--- config.mk ---
export PLATFORM = sky130hd
export DESIGN_NAME = axi_fifo_sync_fwft_flat
export DESIGN_NICKNAME = d
export VERILOG_FILES = /design/src/rtl/axi_fifo_sync_fwft_if.sv /design/src/rtl/axi_fifo_sync_fwft.sv /design/src/flat_wrapper.sv
export SDC_FILE = /design/constraint.sdc
export NUM_CORES = 1
export LEC_CHECK = 0
export ABC_AREA = 1
export BUFFER_PORTS_ARGS = -buffer_cell sky130_fd_sc_hd__buf_2
export CAP_MARGIN = 20
export CORE_MARGIN = 4
export CORE_UTILIZATION = 50
export CTS_CLUSTER_SIZE = 8
export DETAILED_ROUTE_END_ITERATION = 10
export PLACE_DENSITY_LB_ADDON = 0.2
export SYNTH_ARGS = -nofsm -noshare
export SYNTH_HDL_FRONTEND = slang
export SYNTH_SLANG_ARGS = --single-unit
--- constraint.sdc ---
create_clock -name aclk -period 3.9 [get_ports aclk]
set_input_delay 0.585 -clock aclk [delete_from_list [all_inputs] [get_ports aclk]]
set_output_delay 0.585 -clock aclk [all_outputs]
set_load 0.05 [all_outputs]
--- src/rtl/axi_fifo_sync_fwft_if.sv ---
// ---------------------------------------------------------------------------
// axi_fifo_sync_fwft_if
//   Bundles the push/pop handshake and the status outputs of the FWFT FIFO
//   that sits between the AXI-Lite FIFO bridge and the datapath.
//
//   Signals
//     wr_data       write word
//     wr_en         push request
//     full          count == DEPTH
//     almost_full   count >= ALMOST_FULL_LEVEL
//     rd_data       head word (first-word-fall-through), 0 while empty
//     rd_en         pop request
//     empty         count == 0
//     almost_empty  count <= ALMOST_EMPTY_LEVEL
//     count         occupancy, 0..DEPTH
//     overflow      sticky, push attempted while full
//     underflow     sticky, pop attempted while empty
//
//   Modports
//     slave   the FIFO itself
//     master  the bridge / producer-consumer side
// ---------------------------------------------------------------------------
interface axi_fifo_sync_fwft_if #(
   parameter int DATA_WIDTH = 32,
   parameter int ADDR_WIDTH = 4
);
   logic [DATA_WIDTH-1:0] wr_data;
   logic                  wr_en;
   logic                  full;
   logic                  almost_full;
   logic [DATA_WIDTH-1:0] rd_data;
   logic                  rd_en;
   logic                  empty;
   logic                  almost_empty;
   logic [ADDR_WIDTH:0]   count;
   logic                  overflow;
   logic                  underflow;

   modport slave (
      input  wr_data, wr_en, rd_en,
      output full, almost_full, rd_data, empty, almost_empty,
             count, overflow, underflow
   );

   modport master (
      output wr_data, wr_en, rd_en,
      input  full, almost_full, rd_data, empty, almost_empty,
             count, overflow, underflow
   );
endinterface

--- src/rtl/axi_fifo_sync_fwft.sv ---
// ---------------------------------------------------------------------------
// axi_fifo_sync_fwft
//   Single-clock first-word-fall-through FIFO. The head word is presented on
//   rd_data whenever the FIFO is not empty, so the consumer samples it in the
//   same cycle it asserts rd_en. Status flags are decoded from the registered
//   occupancy only, so none of them depends combinationally on wr_en/rd_en.
//
//   Ports
//     aclk      clock, all state updates on the rising edge
//     aresetn   synchronous active-low reset (pointers, count, error flags)
//     fifo      axi_fifo_sync_fwft_if.slave: push/pop handshake and status
//
//   Parameters
//     DATA_WIDTH          word width
//     ADDR_WIDTH          log2 of depth
//     ALMOST_FULL_LEVEL   almost_full when count >= this (1..DEPTH)
//     ALMOST_EMPTY_LEVEL  almost_empty when count <= this (0..DEPTH-1)
// ---------------------------------------------------------------------------
module axi_fifo_sync_fwft #(
   parameter int DATA_WIDTH         = 32,
   parameter int ADDR_WIDTH         = 4,
   parameter int ALMOST_FULL_LEVEL  = 14,
   parameter int ALMOST_EMPTY_LEVEL = 2
) (
   input  logic                  aclk,
   input  logic                  aresetn,
   axi_fifo_sync_fwft_if.slave   fifo
);

   localparam int                  DEPTH    = 2 ** ADDR_WIDTH;
   localparam logic [ADDR_WIDTH:0] DEPTH_C  = (ADDR_WIDTH + 1)'(DEPTH);
   localparam logic [ADDR_WIDTH:0] AFULL_C  = (ADDR_WIDTH + 1)'(ALMOST_FULL_LEVEL);
   localparam logic [ADDR_WIDTH:0] AEMPTY_C = (ADDR_WIDTH + 1)'(ALMOST_EMPTY_LEVEL);

   logic [DATA_WIDTH-1:0] mem_q [DEPTH];

   logic [ADDR_WIDTH-1:0] wr_ptr_q, wr_ptr_d;
   logic [ADDR_WIDTH-1:0] rd_ptr_q, rd_ptr_d;
   logic [ADDR_WIDTH:0]   count_q, count_d;
   logic                  overflow_q, overflow_d;
   logic                  underflow_q, underflow_d;

   logic full_s;
   logic empty_s;
   logic push;
   logic pop;

   // Full/empty come from the pre-edge count, so a simultaneous push+pop on
   // a full FIFO rejects the push (no pass-through) and on an empty FIFO
   // rejects the pop (the new word is not yet readable).
   assign full_s  = (count_q == DEPTH_C);
   assign empty_s = (count_q == '0);
   assign push    = fifo.wr_en && !full_s;
   assign pop     = fifo.rd_en && !empty_s;

   always_comb begin
      wr_ptr_d    = wr_ptr_q;
      rd_ptr_d    = rd_ptr_q;
      count_d     = count_q;
      overflow_d  = overflow_q  | (fifo.wr_en & full_s);
      underflow_d = underflow_q | (fifo.rd_en & empty_s);

      // Pointers are exactly ADDR_WIDTH bits, so DEPTH-1 wraps to 0.
      if (push) begin
         wr_ptr_d = wr_ptr_q + 1'b1;
      end
      if (pop) begin
         rd_ptr_d = rd_ptr_q + 1'b1;
      end

      case ({push, pop})
         2'b10:   count_d = count_q + 1'b1;
         2'b01:   count_d = count_q - 1'b1;
         default: count_d = count_q;
      endcase
   end

   always_ff @(posedge aclk) begin
      if (!aresetn) begin
         wr_ptr_q    <= '0;
         rd_ptr_q    <= '0;
         count_q     <= '0;
         overflow_q  <= 1'b0;
         underflow_q <= 1'b0;
      end else begin
         wr_ptr_q    <= wr_ptr_d;
         rd_ptr_q    <= rd_ptr_d;
         count_q     <= count_d;
         overflow_q  <= overflow_d;
         underflow_q <= underflow_d;
      end
   end

   // Storage carries no reset; a push coinciding with reset is dropped so the
   // array is only ever written by accepted pushes.
   always_ff @(posedge aclk) begin
      if (aresetn && push) begin
         mem_q[wr_ptr_q] <= fifo.wr_data;
      end
   end

   // FWFT head: a word written at edge N is at rd_ptr and visible after N.
   assign fifo.rd_data      = empty_s ? '0 : mem_q[rd_ptr_q];
   assign fifo.full         = full_s;
   assign fifo.empty        = empty_s;
   assign fifo.almost_full  = (count_q >= AFULL_C);
   assign fifo.almost_empty = (count_q <= AEMPTY_C);
   assign fifo.count        = count_q;
   assign fifo.overflow     = overflow_q;
   assign fifo.underflow    = underflow_q;

endmodule
--- src/flat_wrapper.sv ---
// flat-port wrapper written by rule: the top's interface ports become plain ports
module axi_fifo_sync_fwft_flat 
#(
   parameter int DATA_WIDTH         = 32,
   parameter int ADDR_WIDTH         = 4,
   parameter int ALMOST_FULL_LEVEL  = 14,
   parameter int ALMOST_EMPTY_LEVEL = 2
)
  (aclk, aresetn, fifo_wr_data, fifo_wr_en, fifo_rd_en, fifo_full, fifo_almost_full, fifo_rd_data, fifo_empty, fifo_almost_empty, fifo_count, fifo_overflow, fifo_underflow);
  axi_fifo_sync_fwft_if #(.DATA_WIDTH(DATA_WIDTH), .ADDR_WIDTH(ADDR_WIDTH)) fifo_i ();
  input  logic aclk;
  input  logic aresetn;
  input wire logic [$bits(fifo_i.wr_data)-1:0] fifo_wr_data;
  input wire logic [$bits(fifo_i.wr_en)-1:0] fifo_wr_en;
  input wire logic [$bits(fifo_i.rd_en)-1:0] fifo_rd_en;
  output wire logic [$bits(fifo_i.full)-1:0] fifo_full;
  output wire logic [$bits(fifo_i.almost_full)-1:0] fifo_almost_full;
  output wire logic [$bits(fifo_i.rd_data)-1:0] fifo_rd_data;
  output wire logic [$bits(fifo_i.empty)-1:0] fifo_empty;
  output wire logic [$bits(fifo_i.almost_empty)-1:0] fifo_almost_empty;
  output wire logic [$bits(fifo_i.count)-1:0] fifo_count;
  output wire logic [$bits(fifo_i.overflow)-1:0] fifo_overflow;
  output wire logic [$bits(fifo_i.underflow)-1:0] fifo_underflow;
  assign fifo_i.wr_data = fifo_wr_data;
  assign fifo_i.wr_en = fifo_wr_en;
  assign fifo_i.rd_en = fifo_rd_en;
  assign fifo_full = fifo_i.full;
  assign fifo_almost_full = fifo_i.almost_full;
  assign fifo_rd_data = fifo_i.rd_data;
  assign fifo_empty = fifo_i.empty;
  assign fifo_almost_empty = fifo_i.almost_empty;
  assign fifo_count = fifo_i.count;
  assign fifo_overflow = fifo_i.overflow;
  assign fifo_underflow = fifo_i.underflow;
  axi_fifo_sync_fwft #(.DATA_WIDTH(DATA_WIDTH), .ADDR_WIDTH(ADDR_WIDTH), .ALMOST_FULL_LEVEL(ALMOST_FULL_LEVEL), .ALMOST_EMPTY_LEVEL(ALMOST_EMPTY_LEVEL)) u_core (.aclk(aclk), .aresetn(aresetn), .fifo(fifo_i));
endmodule
* Yosys cells after proc, flatten, opt, wreduce, memory -nomap -nowiden *
Memory sizes are Yosys's and may differ from the RTL's. A register that Yosys moved wholly into a read port is not among the register bits.
Index checks and enable logic that the tools add are counted.

word-level totals
  register bits after elaboration = 15
  RAM bits = 512
  input port bits = 36
  output and inout port bits = 43
  memories = 1

memories
  memory        words  width  rd ports  clocked after memory_dff  wr ports  line                      text
  u_core.mem_q  16     32     1         1                         1         axi_fifo_sync_fwft.sv:35  logic [DATA_WIDTH-1:0] mem_q [DEPTH];

cells by class
  add/sub/neg operators = 4
  magnitude comparators = 2
  equal/unequal tests = 3
  muxes and demuxes = 6
  bitwise operators = 4
  reductions and logical operators = 7

operators with widths
  kind                                                                                  count
  32-bit 2-to-1 mux                                                                     1
  5-bit one-hot mux with 2 select lines                                                 1
  4-bit by 1-bit adder with 4-bit output (second input constant)                        2
  4-bit 2-to-1 mux                                                                      2
  5-bit by 1-bit adder with 5-bit output (second input constant)                        1
  5-bit == test (second input constant)                                                 1
  5-bit by 4-bit greater-or-equal comparator with 1-bit output (second input constant)  1
  5-bit by 2-bit less-or-equal comparator with 1-bit output (second input constant)     1
  5-bit zero test                                                                       1
  5-bit by 1-bit subtractor with 5-bit output (second input constant)                   1
  1-bit logical AND                                                                     3
  1-bit AND                                                                             2
  2-bit by 1-bit == test with 1-bit output (second input constant)                      1
  2-bit == test (second input constant)                                                 1
  1-bit zero test                                                                       2
  1-bit 2-to-1 mux                                                                      2
  1-bit bitwise OR                                                                      2
  2-bit nonzero test                                                                    1

* Logic depth before layout (Yosys ltp) *
  depth in word-level cells = 6
  gate-level depth with buffers = 17
  gate-level depth less buffers = 15

* Worst setup path after synthesis *
Ideal clock, no wire load.

  kind = register to register
  start = register u_core.count_q[1] (netlist: u_core.fifo.count[1])
  end = memory u_core.mem_q[5][0] (enable)
  library setup time = 0.461 ns
  arrival time = 3.723 ns
  required time = 3.439 ns
  path slack = -0.284 ns
  stages on the path, launching flop included = 9
  buffers on the path = 2
  path through = dfxtp_1 > buf_2 > nor2_1 > nand3_1 > nand2_1 > buf_2 > nor2_1 > inv_1 > nor3_1

between the ends
  cells in the longest elaborated chain, start to end = 6

ends and longest elaborated chain
  element                                 line                      text
  from (decl)                             axi_fifo_sync_fwft.sv:39  logic [ADDR_WIDTH:0] count_q, count_d;
  from (signal assigned)                  axi_fifo_sync_fwft.sv:88  count_q <= count_d;
  5-bit == test                           axi_fifo_sync_fwft.sv:51  assign full_s = (count_q == DEPTH_C);
  1-bit zero test                         axi_fifo_sync_fwft.sv:53  assign push = fifo.wr_en && !full_s;
  1-bit logical AND                       axi_fifo_sync_fwft.sv:53
  1-bit logical AND                       axi_fifo_sync_fwft.sv:97  if (aresetn && push) begin
  1-bit 2-to-1 mux                        axi_fifo_sync_fwft.sv:97
  1-bit 2-to-1 mux (not written as such)  axi_fifo_sync_fwft.sv:98  mem_q[wr_ptr_q] <= fifo.wr_data;
  to (decl)                               axi_fifo_sync_fwft.sv:35

No other way between the ends.

==> run metrics <==
PortBufs=78; first-pass GRT wire length=78700 um; final wirelength=51900 um; final-report max-slew violation count=0; die footprint=45000 um2; skew final=21.5 ps; CTS Buffer Depth=3; main flop type after synthesis=edfxtp_1; Post-synth top cells=512 x edfxtp_1, 308 x nor2_1, 243 x o21ai_0; Root Buffer=clkbuf_16; TNS Setup=0 ps; syn_area_per_cell=13.6 um2; Die W=212 um; crit-path max cell delay=650 ps; relative slew slack=39.7%; Synth warnings=0; Final min period=3650 ps; top-area cell type share of the netlist area=73.8%; Skew-Pair Late Insertion Delay=580 ps; cts bufs inserted=76; Syn-to-layout area delta=14.8%; Setup CP Type=reg2out; routability cong.=0.749; Cell Area, Placed=21900 um2; Worst-Margin Slew=904 ps; Pre-Repair DR Iteration Count=7; fillcell total=3183; cts repair resizes=0; library cells used by synthesis=27; CP Cell Sequence=buf_4, o21ai_0, o221ai_1, nand3_1, a21oi_1, buf_2; ys async rst share=0%; Vias/cell=6.09; hpwl dp=25800 um; Worst-path clk slew=50 ps; final worst-path cycle share=93.7%; post-synth net total=1579; initial DRC count=1417; Critical R2R Capture=u_core.mem_q[6][11]; hold path startpoint=fifo_rd_en; DRC errors left=0; crit path max fanout=62; diode count=0; CTS tree=built; CTS Hold Bufs=0; CTS HTree Levels=3; area of the core=41000 um2; largest net degree at the start of global routing=119; r2r setup slk=1290 ps; Synth Cell Area=20800 um2; vias in the first global route=13.1k; Syn Inst Count=1535; hold depth=3; critical path endpoint category=primary output; clock sink count=531; hold_ws=267 ps; VDD IR-drop max=0.959 mV; cell area after layout=23900 um2; routed len/inst=23.9 um; post-route ant nets=0; f_max=274 MHz; Worst setup SP type=flip-flop; Post-synth EDFFs=512; die height=212 um; Slowest-stage cell, CP=dfxtp_4; Seq cells post-synth=531; grt ovf=0; Post-CTS Setup Inserts=0; Site Rows=74; R2R depth=7; status=finished clean; CP Data Arrival Time=3070 ps; via count=13.3k; Reg-to-Reg Start=u_core.fifo.count[2]; GRT Resource Usage Total=23.1%; worst path required time=3310 ps; initial antenna violation count=1; Final setup viols=0; Final Hold Fails=0; final net count=1670; total power draw=16.6 mW; proportion of layout cells with a drive suffix above 1=13.9%; Hold Path Class=in2reg; Seq/Total Area, Yosys=75.6%; pre-CTS WS=891 ps; Synth area leader=edfxtp_1; LEAKAGE=7.91 nW; RSZ-0062 raised after global routing=no; Max Cap Viol=0; Ports=79; PnR worst setup slack=247 ps; Starting Density=50.8%; PD cells=696 nW/um2; hold worst-path end=u_core.fifo.underflow; most frequent cell after synthesis=edfxtp_1; synth top area cells=edfxtp_1 74%, o21ai_0 5.8%, nor2_1 5.5%, o221ai_1 4.2%, dfxtp_1 1.8%
[where the power goes]
group          internal, mW  switching (mW)  total (mW)
registers              6.40           0.208        6.61
clock network          3.58            2.16        5.74
logic                  1.04            3.26        4.30
total                  11.0            5.63        16.6
[routing by layer]
metal / share of wire, % / wire [um] / vias up / track usage (%)
li1: - / - / 5976 / -
met1: 42 / 22000 / 6640 / 32.9
met2: 48 / 25000 / 557 / 37.0
met3: 7.6 / 3930 / 79 / 3.73
met4: 2.0 / 1020 / 2 / 7.27
met5: 0.025 / 13 / - / 0
[area by class of cell]
| class | instances | area, um2 | area share (%) |
|---|---|---|---|
| clock buffer | 93 | 2030 | 8.48 |
| clock inverter | 2 | 16.3 | 0.0680 |
| inverter | 28 | 111 | 0.466 |
| multi-input combinational | 866 | 4520 | 18.9 |
| sequential | 531 | 15800 | 65.9 |
| tap | 532 | 666 | 2.78 |
| timing repair buffer | 123 | 816 | 3.41 |
[critical path, delay by kind of cell, from the launching register on]
kind	cells	cell delay (ps)
buf+inv	2	920
compound gates	3	770
flops	1	650
simple gates	1	130
[placed cells by master, fill, tap and decap left out]
cell        netlist  routed
buf_2            31      78
dfxtp_2           0       1
o21ai_0         243     243
nand3_1          60      60
o22ai_1          28      28
xor2_1            4       4
dfxtp_1          19      16
nor2_4            0       8
clkbuf_16         0      79
nand4_1           3       3
a21oi_1          44      44
inv_1            22      21
inv_2             3       4
clkinvlp_4        0       1
o21ai_1          37      37
buf_4             5      38
clkinv_2          0       1
buf_12            0       7
inv_6             0       2
edfxtp_1        512     512
nor3_1            9       1
or2_1             1       1
o211ai_1          1       1
ha_1              8       8
nor2_1          308     300
a31oi_1           1       1
clkinv_1          2       1
clkbuf_1         54      14
dfxtp_4           0       2
o221ai_1        100     100
nor3_2            0       8
nand2_1          19      19
[per-stage QoR]
| stage | instances | util, % |
|---|---|---|
| 2_1_floorplan | 1535 | - |
| 5_1_grt | 2175 | 58.3 |
| 6_report | 2175 | 58.3 |
| 4_1_cts | 2175 | 58.3 |
| 3_5_place_dp | 2080 | 53.3 |
| 3_3_place_gp | 2080 | 53.3 |
[worst max path at each step]
stage                          to  slack [ps]  depth (start not counted)
3_3_place_gp      fifo_rd_data[7]         890                          6
2_1_floorplan  u_core.mem_q[5][0]        -280                          8
6_report         fifo_rd_data[30]         250                          6
5_1_grt          fifo_rd_data[30]          60                          6
4_1_cts           fifo_rd_data[7]         270                          6
3_5_place_dp      fifo_rd_data[7]         890                          6
[kinds of logic after synthesis]
logic type | Yosys count | share of synthesized area (%)
xor gates and xnor gates | 4 | 0.168
buffers and inverters | 138 | 3.18
AOI/OAI and AO/OA | 454 | 12.9
DFF | 531 | 75.6
adders and majority gates | 8 | 0.480
and+or+nand+nor | 400 | 7.67
[flip-flops by register name, indices dropped and copies added, names as in the netlist, named ones only]
| signal | cells |
|---|---|
| u_core.fifo.count | 5 |
| u_core.fifo.overflow | 1 |
| u_core.wr_ptr_q | 4 |
| u_core.mem_q | 512 |
| u_core.rd_ptr_q | 4 |
| u_core.fifo.underflow | 1 |
(Power assumes the default switching activity.)
